===== src/rtl/cache_pkg.sv =====
// Shared definitions for the direct-mapped cache controller.
//   - geometry constants (index/tag/data/counter widths, address layout)
//   - FSM state encoding
//   - latched request record
//   - small helpers: word-aligned line address, saturating increment
package cache_pkg;

  localparam int INDEX_LENGTH = 4;
  localparam int TAG_LENGTH   = 22;
  localparam int DATA_WIDTH   = 32;
  localparam int CNT_WIDTH    = 16;

  localparam int CACHE_LINES  = 2 ** INDEX_LENGTH;
  localparam int ADDR_W       = TAG_LENGTH + INDEX_LENGTH + 2;

  // address = {tag, index, 2'b00}
  localparam int INDEX_LSB    = 2;
  localparam int TAG_LSB      = INDEX_LSB + INDEX_LENGTH;

  localparam logic [CNT_WIDTH-1:0] CNT_ONE = {{(CNT_WIDTH-1){1'b0}}, 1'b1};

  typedef logic [2:0] state_t;

  localparam state_t ST_IDLE      = 3'd0;
  localparam state_t ST_LOOKUP    = 3'd1;
  localparam state_t ST_REFILL    = 3'd2;
  localparam state_t ST_WRITE_MEM = 3'd3;
  localparam state_t ST_RESPOND   = 3'd4;

  typedef struct packed {
    logic                    we;
    logic [TAG_LENGTH-1:0]   tag;
    logic [INDEX_LENGTH-1:0] index;
    logic [DATA_WIDTH-1:0]   wdata;
  } req_t;

  function automatic logic [ADDR_W-1:0] line_addr(
    input logic [TAG_LENGTH-1:0]   tag,
    input logic [INDEX_LENGTH-1:0] index
  );
    return {tag, index, 2'b00};
  endfunction

  // Counters stick at all-ones rather than wrapping.
  function automatic logic [CNT_WIDTH-1:0] sat_inc(input logic [CNT_WIDTH-1:0] cnt);
    return (&cnt) ? cnt : cnt + CNT_ONE;
  endfunction

endpackage


===== src/rtl/cache_valid_array.sv =====
// Per-line valid bits for the direct-mapped cache.
// Ports:
//   clk, rst   clock, asynchronous active-high reset (clears all lines)
//   set_en     mark line set_idx valid on this edge
//   set_idx    line to mark valid
//   clr_all    invalidate every line on this edge (takes priority over set_en)
//   valid      current valid vector, one bit per line
module cache_valid_array
  import cache_pkg::*;
(
  input  logic                    clk,
  input  logic                    rst,
  input  logic                    set_en,
  input  logic [INDEX_LENGTH-1:0] set_idx,
  input  logic                    clr_all,
  output logic [CACHE_LINES-1:0]  valid
);

  always_ff @(posedge clk or posedge rst) begin
    if (rst) begin
      valid <= '0;
    end else if (clr_all) begin
      valid <= '0;
    end else if (set_en) begin
      valid[set_idx] <= 1'b1;
    end
  end

endmodule


===== src/rtl/cache_ctrl.sv =====
// Direct-mapped, write-through, read-allocate cache controller, one-word lines.
// Drives the external tag/data RAMs, owns the valid bits and runs the CPU and
// memory handshakes. Hit/miss statistics saturate at all-ones.
// Ports:
//   clk, rst                 clock, asynchronous active-high reset
//   cpu_req_i/we_i/addr_i/wdata_i   CPU request (sampled only in IDLE)
//   cpu_ready_o, cpu_rdata_o one-cycle completion pulse, load data
//   flush_i                  invalidate all lines (IDLE only, wins over a request)
//   tag_index_o/wtag_o/we_o, tag_rtag_i      tag RAM interface
//   data_we_o/wdata_o, data_rdata_i          data RAM interface
//   mem_req_o/we_o/addr_o/wdata_o, mem_ack_i/rdata_i   main memory handshake
//   hit_cnt_o, miss_cnt_o    saturating lookup statistics
//
// state     | meaning
// ----------+-------------------------------------------------------------
// IDLE      | waiting for a request; flush handled here
// LOOKUP    | compare tag, count hit/miss, write data RAM on store hit
// REFILL    | load miss: read line from memory, allocate on ack
// WRITE_MEM | store: write word through to memory
// RESPOND   | one-cycle cpu_ready_o pulse
module cache_ctrl
  import cache_pkg::*;
(
  input  logic                    clk,
  input  logic                    rst,

  input  logic                    cpu_req_i,
  input  logic                    cpu_we_i,
  input  logic [ADDR_W-1:0]       cpu_addr_i,
  input  logic [DATA_WIDTH-1:0]   cpu_wdata_i,
  output logic                    cpu_ready_o,
  output logic [DATA_WIDTH-1:0]   cpu_rdata_o,
  input  logic                    flush_i,

  output logic [INDEX_LENGTH-1:0] tag_index_o,
  output logic [TAG_LENGTH-1:0]   tag_wtag_o,
  output logic                    tag_we_o,
  input  logic [TAG_LENGTH-1:0]   tag_rtag_i,

  output logic                    data_we_o,
  output logic [DATA_WIDTH-1:0]   data_wdata_o,
  input  logic [DATA_WIDTH-1:0]   data_rdata_i,

  output logic                    mem_req_o,
  output logic                    mem_we_o,
  output logic [ADDR_W-1:0]       mem_addr_o,
  output logic [DATA_WIDTH-1:0]   mem_wdata_o,
  input  logic                    mem_ack_i,
  input  logic [DATA_WIDTH-1:0]   mem_rdata_i,

  output logic [CNT_WIDTH-1:0]    hit_cnt_o,
  output logic [CNT_WIDTH-1:0]    miss_cnt_o
);

  state_t                   state;
  state_t                   state_nxt;
  req_t                     req_q;
  logic [DATA_WIDTH-1:0]    rdata_q;
  logic [CNT_WIDTH-1:0]     hit_cnt_q;
  logic [CNT_WIDTH-1:0]     miss_cnt_q;
  logic [CACHE_LINES-1:0]   valid;

  logic                     accept;
  logic                     flush_now;
  logic                     hit;
  logic                     refill_ack;
  logic                     store_hit;
  logic                     addr_offset_unused;

  // Byte offset is architecturally ignored; the bus is word-aligned.
  assign addr_offset_unused = ^cpu_addr_i[INDEX_LSB-1:0];

  assign flush_now  = (state == ST_IDLE) && flush_i;
  assign accept     = (state == ST_IDLE) && !flush_i && cpu_req_i;
  assign hit        = valid[req_q.index] && (tag_rtag_i == req_q.tag);
  assign store_hit  = (state == ST_LOOKUP) && req_q.we && hit;
  assign refill_ack = (state == ST_REFILL) && mem_ack_i;

  cache_valid_array u_valid (
    .clk     (clk),
    .rst     (rst),
    .set_en  (refill_ack),
    .set_idx (req_q.index),
    .clr_all (flush_now),
    .valid   (valid)
  );

  always_comb begin
    state_nxt = state;
    unique case (state)
      ST_IDLE: begin
        if (accept) state_nxt = ST_LOOKUP;
      end
      ST_LOOKUP: begin
        if (req_q.we)  state_nxt = ST_WRITE_MEM;
        else if (hit)  state_nxt = ST_RESPOND;
        else           state_nxt = ST_REFILL;
      end
      ST_REFILL: begin
        if (mem_ack_i) state_nxt = ST_RESPOND;
      end
      ST_WRITE_MEM: begin
        if (mem_ack_i) state_nxt = ST_RESPOND;
      end
      ST_RESPOND: begin
        state_nxt = ST_IDLE;
      end
      default: begin
        state_nxt = ST_IDLE;
      end
    endcase
  end

  always_ff @(posedge clk or posedge rst) begin
    if (rst) begin
      state      <= ST_IDLE;
      req_q      <= '0;
      rdata_q    <= '0;
      hit_cnt_q  <= '0;
      miss_cnt_q <= '0;
    end else begin
      state <= state_nxt;

      if (accept) begin
        req_q.we    <= cpu_we_i;
        req_q.tag   <= cpu_addr_i[ADDR_W-1:TAG_LSB];
        req_q.index <= cpu_addr_i[TAG_LSB-1:INDEX_LSB];
        req_q.wdata <= cpu_wdata_i;
      end

      if (state == ST_LOOKUP) begin
        if (hit) begin
          hit_cnt_q <= sat_inc(hit_cnt_q);
        end else begin
          miss_cnt_q <= sat_inc(miss_cnt_q);
        end
        if (hit && !req_q.we) begin
          rdata_q <= data_rdata_i;
        end
      end

      if (refill_ack) begin
        rdata_q <= mem_rdata_i;
      end
    end
  end

  // RAM index and tag come from the latched request so they stay stable for
  // the whole transaction regardless of what the CPU drives afterwards.
  assign tag_index_o  = req_q.index;
  assign tag_wtag_o   = req_q.tag;
  assign tag_we_o     = refill_ack;

  // Store hits update the line in LOOKUP; refills write the fetched word.
  assign data_we_o    = store_hit || refill_ack;
  assign data_wdata_o = (state == ST_REFILL) ? mem_rdata_i : req_q.wdata;

  // Memory outputs are pure functions of state and latched request, so they
  // are stable while mem_req_o is high and drop as soon as the FSM leaves
  // (including on an asynchronous reset).
  assign mem_req_o    = (state == ST_REFILL) || (state == ST_WRITE_MEM);
  assign mem_we_o     = (state == ST_WRITE_MEM);
  assign mem_addr_o   = line_addr(req_q.tag, req_q.index);
  assign mem_wdata_o  = req_q.wdata;

  assign cpu_ready_o  = (state == ST_RESPOND);
  assign cpu_rdata_o  = rdata_q;

  assign hit_cnt_o    = hit_cnt_q;
  assign miss_cnt_o   = miss_cnt_q;

endmodule


===== config.mk =====
export PLATFORM = sky130hd
export DESIGN_NAME = cache_ctrl
export DESIGN_NICKNAME = d
export VERILOG_FILES = /design/src/rtl/cache_pkg.sv /design/src/rtl/cache_valid_array.sv /design/src/rtl/cache_ctrl.sv
export SDC_FILE = /design/constraint.sdc
export NUM_CORES = 1
export LEC_CHECK = 0
export CORE_ASPECT_RATIO = 1.1
export CORE_MARGIN = 5
export CORE_UTILIZATION = 42
export CTS_CLUSTER_SIZE = 25
export DETAILED_ROUTE_END_ITERATION = 8
export GPL_ROUTABILITY_DRIVEN = 0
export GPL_TIMING_DRIVEN = 1
export PLACE_DENSITY = 0.78
export SLEW_MARGIN = 25
export SYNTH_ARGS = -nofsm -noshare
export SYNTH_HDL_FRONTEND = slang
export SYNTH_HIERARCHICAL = 1
export SYNTH_SLANG_ARGS = --single-unit

===== constraint.sdc =====
create_clock -name clk -period 6 [get_ports clk]
set_input_delay 1.2 -clock clk [delete_from_list [all_inputs] [get_ports clk]]
set_output_delay 1.2 -clock clk [all_outputs]
set_load 0.03 [all_outputs]

==> results of run 1 <==
-- registers in the layout (all words and copies together), names as in the netlist --
register / flops
u_valid/valid: 16
hit_cnt_o: 16
miss_cnt_o: 16
mem_wdata_o: 32
req_q: 1
tag_index_o: 4
tag_wtag_o: 22
cpu_rdata_o: 32
state: 3
-- how the worst max path moves through the flow --
stage | startpoint | to | slack [ns] | cells past startpoint
after floorplan | rst | cpu_rdata_o[0] | 1.44 | 1
after global routing | tag_rtag_i[17] | data_we_o | 0.85 | 8
after detailed placement | tag_rtag_i[17] | data_we_o | 0.98 | 8
after global placement | tag_rtag_i[17] | data_we_o | 0.93 | 8
after CTS | tag_rtag_i[17] | data_we_o | 0.98 | 8
final | tag_rtag_i[17] | data_we_o | 0.98 | 8
-- per-stage QoR --
step           total power [W]  utilization, %  cell area, um^2  instances  setup WS (ns)
2_1_floorplan          0.00397               -             7490        655           1.44
3_3_place_gp           0.00503            59.1            10400       1117          0.928
3_5_place_dp           0.00511            59.5            10500       1119          0.979
4_1_cts                0.00619            62.8            11100       1151          0.979
5_1_grt                0.00641            62.8            11100       1151          0.846
6_report               0.00612            62.8            11100       1151          0.980
-- cell type report --
cell class / instances / area share (%)
Sequential cell: 142 / 32.1
Timing Repair Buffer: 340 / 31.1
Multi-Input combinational cell: 376 / 27.9
Clock buffer: 20 / 4.13
Tap cell: 238 / 2.69
Clock inverter: 12 / 1.23
Inverter: 23 / 0.803
-- critical path, delay by kind of cell --
kind / cells / cell delay, ns
AND/OR/NAND/NOR: 3 / 0.90
buffers and inverters: 3 / 1.36
AO/OA/AOI/OAI: 1 / 0.21
XOR/XNOR: 1 / 0.14
-- report_power, final --
part           leakage (nW)  total [W]  switching, W  internal, W
combinational          2.66    0.00341       0.00187      0.00154
sequential             1.74    0.00166      0.000356      0.00131
clock                 0.283    0.00106      0.000418     0.000637
total                  4.69    0.00612       0.00264      0.00349
-- layer usage --
metal	up-vias	wire, um
met4	0	366
met5	-	0
li1	2686	-
met2	216	11300
met3	24	2040
met1	2778	8520
-- cell usage in the layout (no fill, tap or decap), types with 2 or more instances in the layout --
cell type,count
mux4_1,4
dfrtp_1,142
buf_4,3
inv_1,22
a21oi_1,34
o32ai_1,4
conb_1,2
clkdlybuf4s50_1,334
nand3_1,16
nor3_1,6
xor2_1,6
o22ai_1,12
inv_6,2
and3_1,14
bufinv_16,2
nor3b_1,2
ha_1,2
and2_1,7
mux2i_1,35
clkinvlp_4,3
xnor2_1,46
nand4_1,16
buf_16,2
clkbuf_16,17
nand3b_1,4
clkinv_4,3
nor2_1,37
clkinv_2,2
clkbuf_8,2
mux2_2,93
nand2_1,14
and4_1,3
-- logic make-up after synthesis --
| group | count (synthesis) | synth area share, % |
|---|---|---|
| adder cells (fa/ha/maj) | 2 | 0.334 |
| flip-flops | 142 | 47.4 |
| XOR/XNOR | 52 | 6.08 |
| multiplexers | 132 | 20.1 |
| AO/OA/AOI/OAI | 56 | 4.46 |
| AND/OR/NAND/NOR | 132 | 9.91 |
| buffers and inverters | 137 | 11.7 |
| other | 1 | 0.0501 |
==> results.yml, run 1 <==
outcome:
  status: "finished, final reports clean"
synthesis:
  ys_ff_latch: 142
  syn_area_um2: 7490
  synth_top_area_cell: "dfrtp_1"
  yosys_warnings: 6
  synth.most_common_cell: "dfrtp_1"
  synth-edff-count: 0
  synth-seq-area-share_pct: 47.4
  synth_top_area_share_pct: 47.4
  synth_common_cells: "dfrtp_1 (142), mux2_2 (93), buf_4 (89), xnor2_1 (46), nor2_1 (38)"
  ys_types: 44
  synthTopCellsByArea: "dfrtp_1 (47%), mux2_2 (14%), buf_4 (8.9%), xnor2_1 (5.4%), mux2i_1 (4.7%)"
  async_reset_ff_share_pct: 100
  synth_area_per_cell_um2: 11.5
  netlist_instances: 654
  synth_flop_cell: "dfrtp_1"
sta:
  fin_crit_sh_pct: 83.7
  relSlewSlack_pct: 36.1
  fin_tns_setup_ns: 0
  tightest_slew_ns: 0.958
  rsz0062_at_grt: "no"
  finalSetupViolCount: 0
  slew_viol_final: 0
  layout_min_cycle_time_ns: 5.02
  fmaxAchievable_mhz: 199
  fin_hold_ws_ns: 0.499
  fin_worst_skew_ns: 0.0136
  report.final.hold_viol_count: 0
global_route:
  antenna_found_initial: 0
  use_met1_pct: 25.7
  grt_use_met2_pct: 36.8
  grt_pass1_vias: 5989
  grt_busiest_layer: "met2"
  gr-total-overflow: 0
  grt_first_pass_wirelength_um: 34000
  grt_use_total_pct: 21.7
  grtUsageMet3_pct: 8.00
  grt_max_degree: 69
finish:
  antenna_cells: 0
  final_nets: 1054
  nFillCells: 1392
  syn2layout_area_growth_pct: 47.7
  seqCellArea_um2: 3550
  drive_above_1_share_pct: 15.6
  multi_input_area_um2: 3090
worst_setup_path:
  cp_max_fo: 20
  worstPathArrival_ns: 3.82
  required_ns: 4.80
  reg2reg_depth: 6
  critPathKind: "in -> out"
  cp-end-kind: "output pin"
  slowest_stage: "clkdlybuf4s50_1"
  regToRegEndpoint: "cpu_rdata_o[16]"
  cpPeakStageDelay_ns: 0.67
  r2r_slack_ns: 2.75
  startpoint_type: "primary input"
  r2r_start: "tag_index_o[0]"
  crit_path_frequent_cell: "clkdlybuf4s50_1"
  cp_cell_sequence: "clkdlybuf4s50_1 > xnor2_1 > nand4_1 > nor4_1 > buf_4 > and3_4 > a31o_2 > clkdlybuf4s50_1"
clocking:
  postCtsHoldBufs: 0
  cts-root-buf: "clkbuf_16"
  clkTransAtPathRegs_ns: 0.06
  cts_tree: "done"
  insertion_delay_ns: 0.42
  cts_sinks: 142
  htreeDepth: 4
  cts_max_path_buffers: 2
  cts_buffers: 17
  cts_resized: 0
  cts_setup_buffers: 0
min_path:
  hold_depth: 1
  worstHoldStart: "hit_cnt_o[9]"
  whs_endpoint: "hit_cnt_o[9]"
  hold_path_class: "reg -> reg"
die:
  num_rows: 51
  die_y_um: 150
  coreArea_um2: 17600
  initial_utilization_pct: 42.5
  ios: 339
  die_x_um: 137
  dieArea_um2: 20600
drt:
  wire_per_inst_um: 19.3
  drt-initial-drc-count: 202
  vias: 5704
  wl_um: 22300
  drcViolationCount: 0
  postRouteAntennaNets: 0
  drt-pass1-iter-count: 4
  routed_via_density: 4.96
job:
  maxCapViolCount: 0
power_and_ir_drop:
  powerDensity_nw_per_um2: 553
  max-vdd-ir-drop_uv: 439
  p_leak_nw: 4.69
place:
  place_hpwl_um: 17000
  numPortBuffers: 334
Note: power is estimated with default switching activity, not from simulation.
==> inputs of run 2 (changes only) <==
--- a/config.mk
+++ b/config.mk
@@ -7,12 +7,12 @@
 export LEC_CHECK = 0
 export CORE_ASPECT_RATIO = 1.1
 export CORE_MARGIN = 5
-export CORE_UTILIZATION = 42
+export CORE_UTILIZATION = 38
 export CTS_CLUSTER_SIZE = 25
 export DETAILED_ROUTE_END_ITERATION = 8
 export GPL_ROUTABILITY_DRIVEN = 0
 export GPL_TIMING_DRIVEN = 1
-export PLACE_DENSITY = 0.78
+export PLACE_DENSITY = 0.74
 export SLEW_MARGIN = 25
 export SYNTH_ARGS = -nofsm -noshare
 export SYNTH_HDL_FRONTEND = slang
==> constraint.sdc (replaced) <==
create_clock -name clk -period 4.1 [get_ports clk]
set_input_delay 0.82 -clock clk [delete_from_list [all_inputs] [get_ports clk]]
set_output_delay 0.82 -clock clk [all_outputs]
set_load 0.03 [all_outputs]
==> run 2 against run 1 <==
Effect of this change: via count increased by 0.51%; combinational power increased by 45%; sequential cell count unchanged; cell count increased by 1.0%; first-iteration DRC count decreased by 11%; largest cell class unchanged; critical path depth decreased by 2; final area unchanged; global-route usage decreased by 1.6 points; register-to-register slack got worse by 1.6 ns; critical path type is now reg -> out; highest routed layer is now met5; sequential share of layout area unchanged; count of clock-buffer cells in the layout increased by 1.
==> results.yml, run 2 (synthesis results as in run 1) <==
sta:
  rsz0062_at_grt: "no"
  fin_hold_ws_ns: 0.505
  fin_crit_sh_pct: 89.2
  fin_worst_skew_ns: 0.0113
  postLayoutSetupSlackWorst_ns: 0.443
  layout_min_cycle_time_ns: 3.66
  report.final.hold_viol_count: 0
  tightest_slew_ns: 0.735
  finalSetupViolCount: 0
  slew_viol_final: 0
  fmaxAchievable_mhz: 273
  fin_tns_setup_ns: 0
  relSlewSlack_pct: 51.0
die:
  initial_utilization_pct: 38.9
  coreArea_um2: 19200
  die_y_um: 157
  dieArea_um2: 22600
  die_x_um: 144
  ios: 339
  num_rows: 53
finish:
  final_cell_mix: "clkdlybuf4s50_1 (333), dfrtp_1 (142), mux2_2 (93)"
  nFillCells: 1644
  final_nets: 1057
  seqCellArea_um2: 3550
  final_cell_count_no_fill: 1163
  multi_input_area_um2: 3090
  final_common_cell: "clkdlybuf4s50_1"
  antenna_cells: 0
  drive_above_1_share_pct: 15.9
  syn2layout_area_growth_pct: 47.7
drt:
  drcViolationCount: 0
  wire_per_inst_um: 19.5
  drt-initial-drc-count: 180
  postRouteAntennaNets: 0
  drt-pass1-iter-count: 4
  wl_um: 22700
  vias: 5733
  routed_via_density: 4.93
clocking:
  cts_setup_buffers: 0
  htreeDepth: 4
  postCtsHoldBufs: 0
  clkTransAtPathRegs_ns: 0.06
  cts_buffers: 17
  cts_tree: "done"
  cts-root-buf: "clkbuf_16"
  insertion_delay_ns: 0.42
  cts_resized: 0
  cts_sinks: 142
  cts_max_path_buffers: 2
worst_setup_path:
  worstPathArrival_ns: 2.84
  cp_max_fo: 14
  startpoint_type: "register"
  required_ns: 3.28
  critPathKind: "reg -> out"
  cp-end-kind: "output pin"
power_and_ir_drop:
  p_total_w: 0.00897
  max-vdd-ir-drop_uv: 529
  p_leak_nw: 4.68
  powerDensity_nw_per_um2: 810
outcome:
  status: "finished, final reports clean"
global_route:
  grt_max_degree: 75
  grt_first_pass_wirelength_um: 34600
  grt_use_total_pct: 20.1
  grt_pass1_vias: 6031
  antenna_found_initial: 1
  gr-total-overflow: 0
place:
  dp.cells: 1131
  place_hpwl_um: 16900
  place_ws_ns: 0.524
  numPortBuffers: 334
job:
  maxCapViolCount: 0
min_path:
  hold_path_class: "reg -> reg"
==> run 2: worst max-delay path: stages, from the launching register on <==
cell,delay [ns]
dfrtp_1,0.67
mux4_1,0.63
mux2i_1,0.19
mux2i_1,0.26
and3_4,0.25
a31o_2,0.25
buf_4,0.17
==> run 2: layer usage <==
layer	GRT usage (%)	up-vias	share of wire (%)
met3	8.05	32	9.9
met2	33.4	233	50
met4	5.34	2	1.7
met1	24.2	2777	39
li1	-	2689	-
met5	0	-	0.057
==> run 2: layout make-up <==
type,instances,area share [%]
sequential,142,32.1
timing repair buffer,343,30.9
multi-input combinational,376,27.9
clock buffer,21,4.25
tap,247,2.79
clock inverter,11,1.18
inverter,23,0.814
==> run 2: path summary, 6_finish.rpt <==
path	from	to	slack, ns	cells past startpoint
min in group asynchronous	rst	u_valid/valid[7]	0.88	2
setup / recovery	tag_index_o[0]	data_we_o	0.44	6
max in group asynchronous	rst	mem_wdata_o[2]	2.56	3
setup reg to reg	tag_index_o[0]	cpu_rdata_o[30]	1.15	7
hold / removal	miss_cnt_o[9]	miss_cnt_o[9]	0.50	1
hold reg to reg	miss_cnt_o[9]	miss_cnt_o[9]	0.50	1
==> run 2: power by group <==
part	total (W)	leakage (nW)	switching (W)	internal, W
clock network	0.00157	0.283	0.000621	0.000951
logic	0.00496	2.66	0.00274	0.00222
registers	0.00244	1.74	0.000527	0.00191
==> run 2: metrics by stage <==
| stage | util (%) | area [um^2] |
|---|---|---|
| finish | 57.5 | 11100 |
| global route | 57.5 | 11100 |
| CTS | 57.5 | 11100 |
| detailed placement | 54.4 | 10500 |
| global placement | 54.4 | 10500 |
| floorplan | - | 7500 |
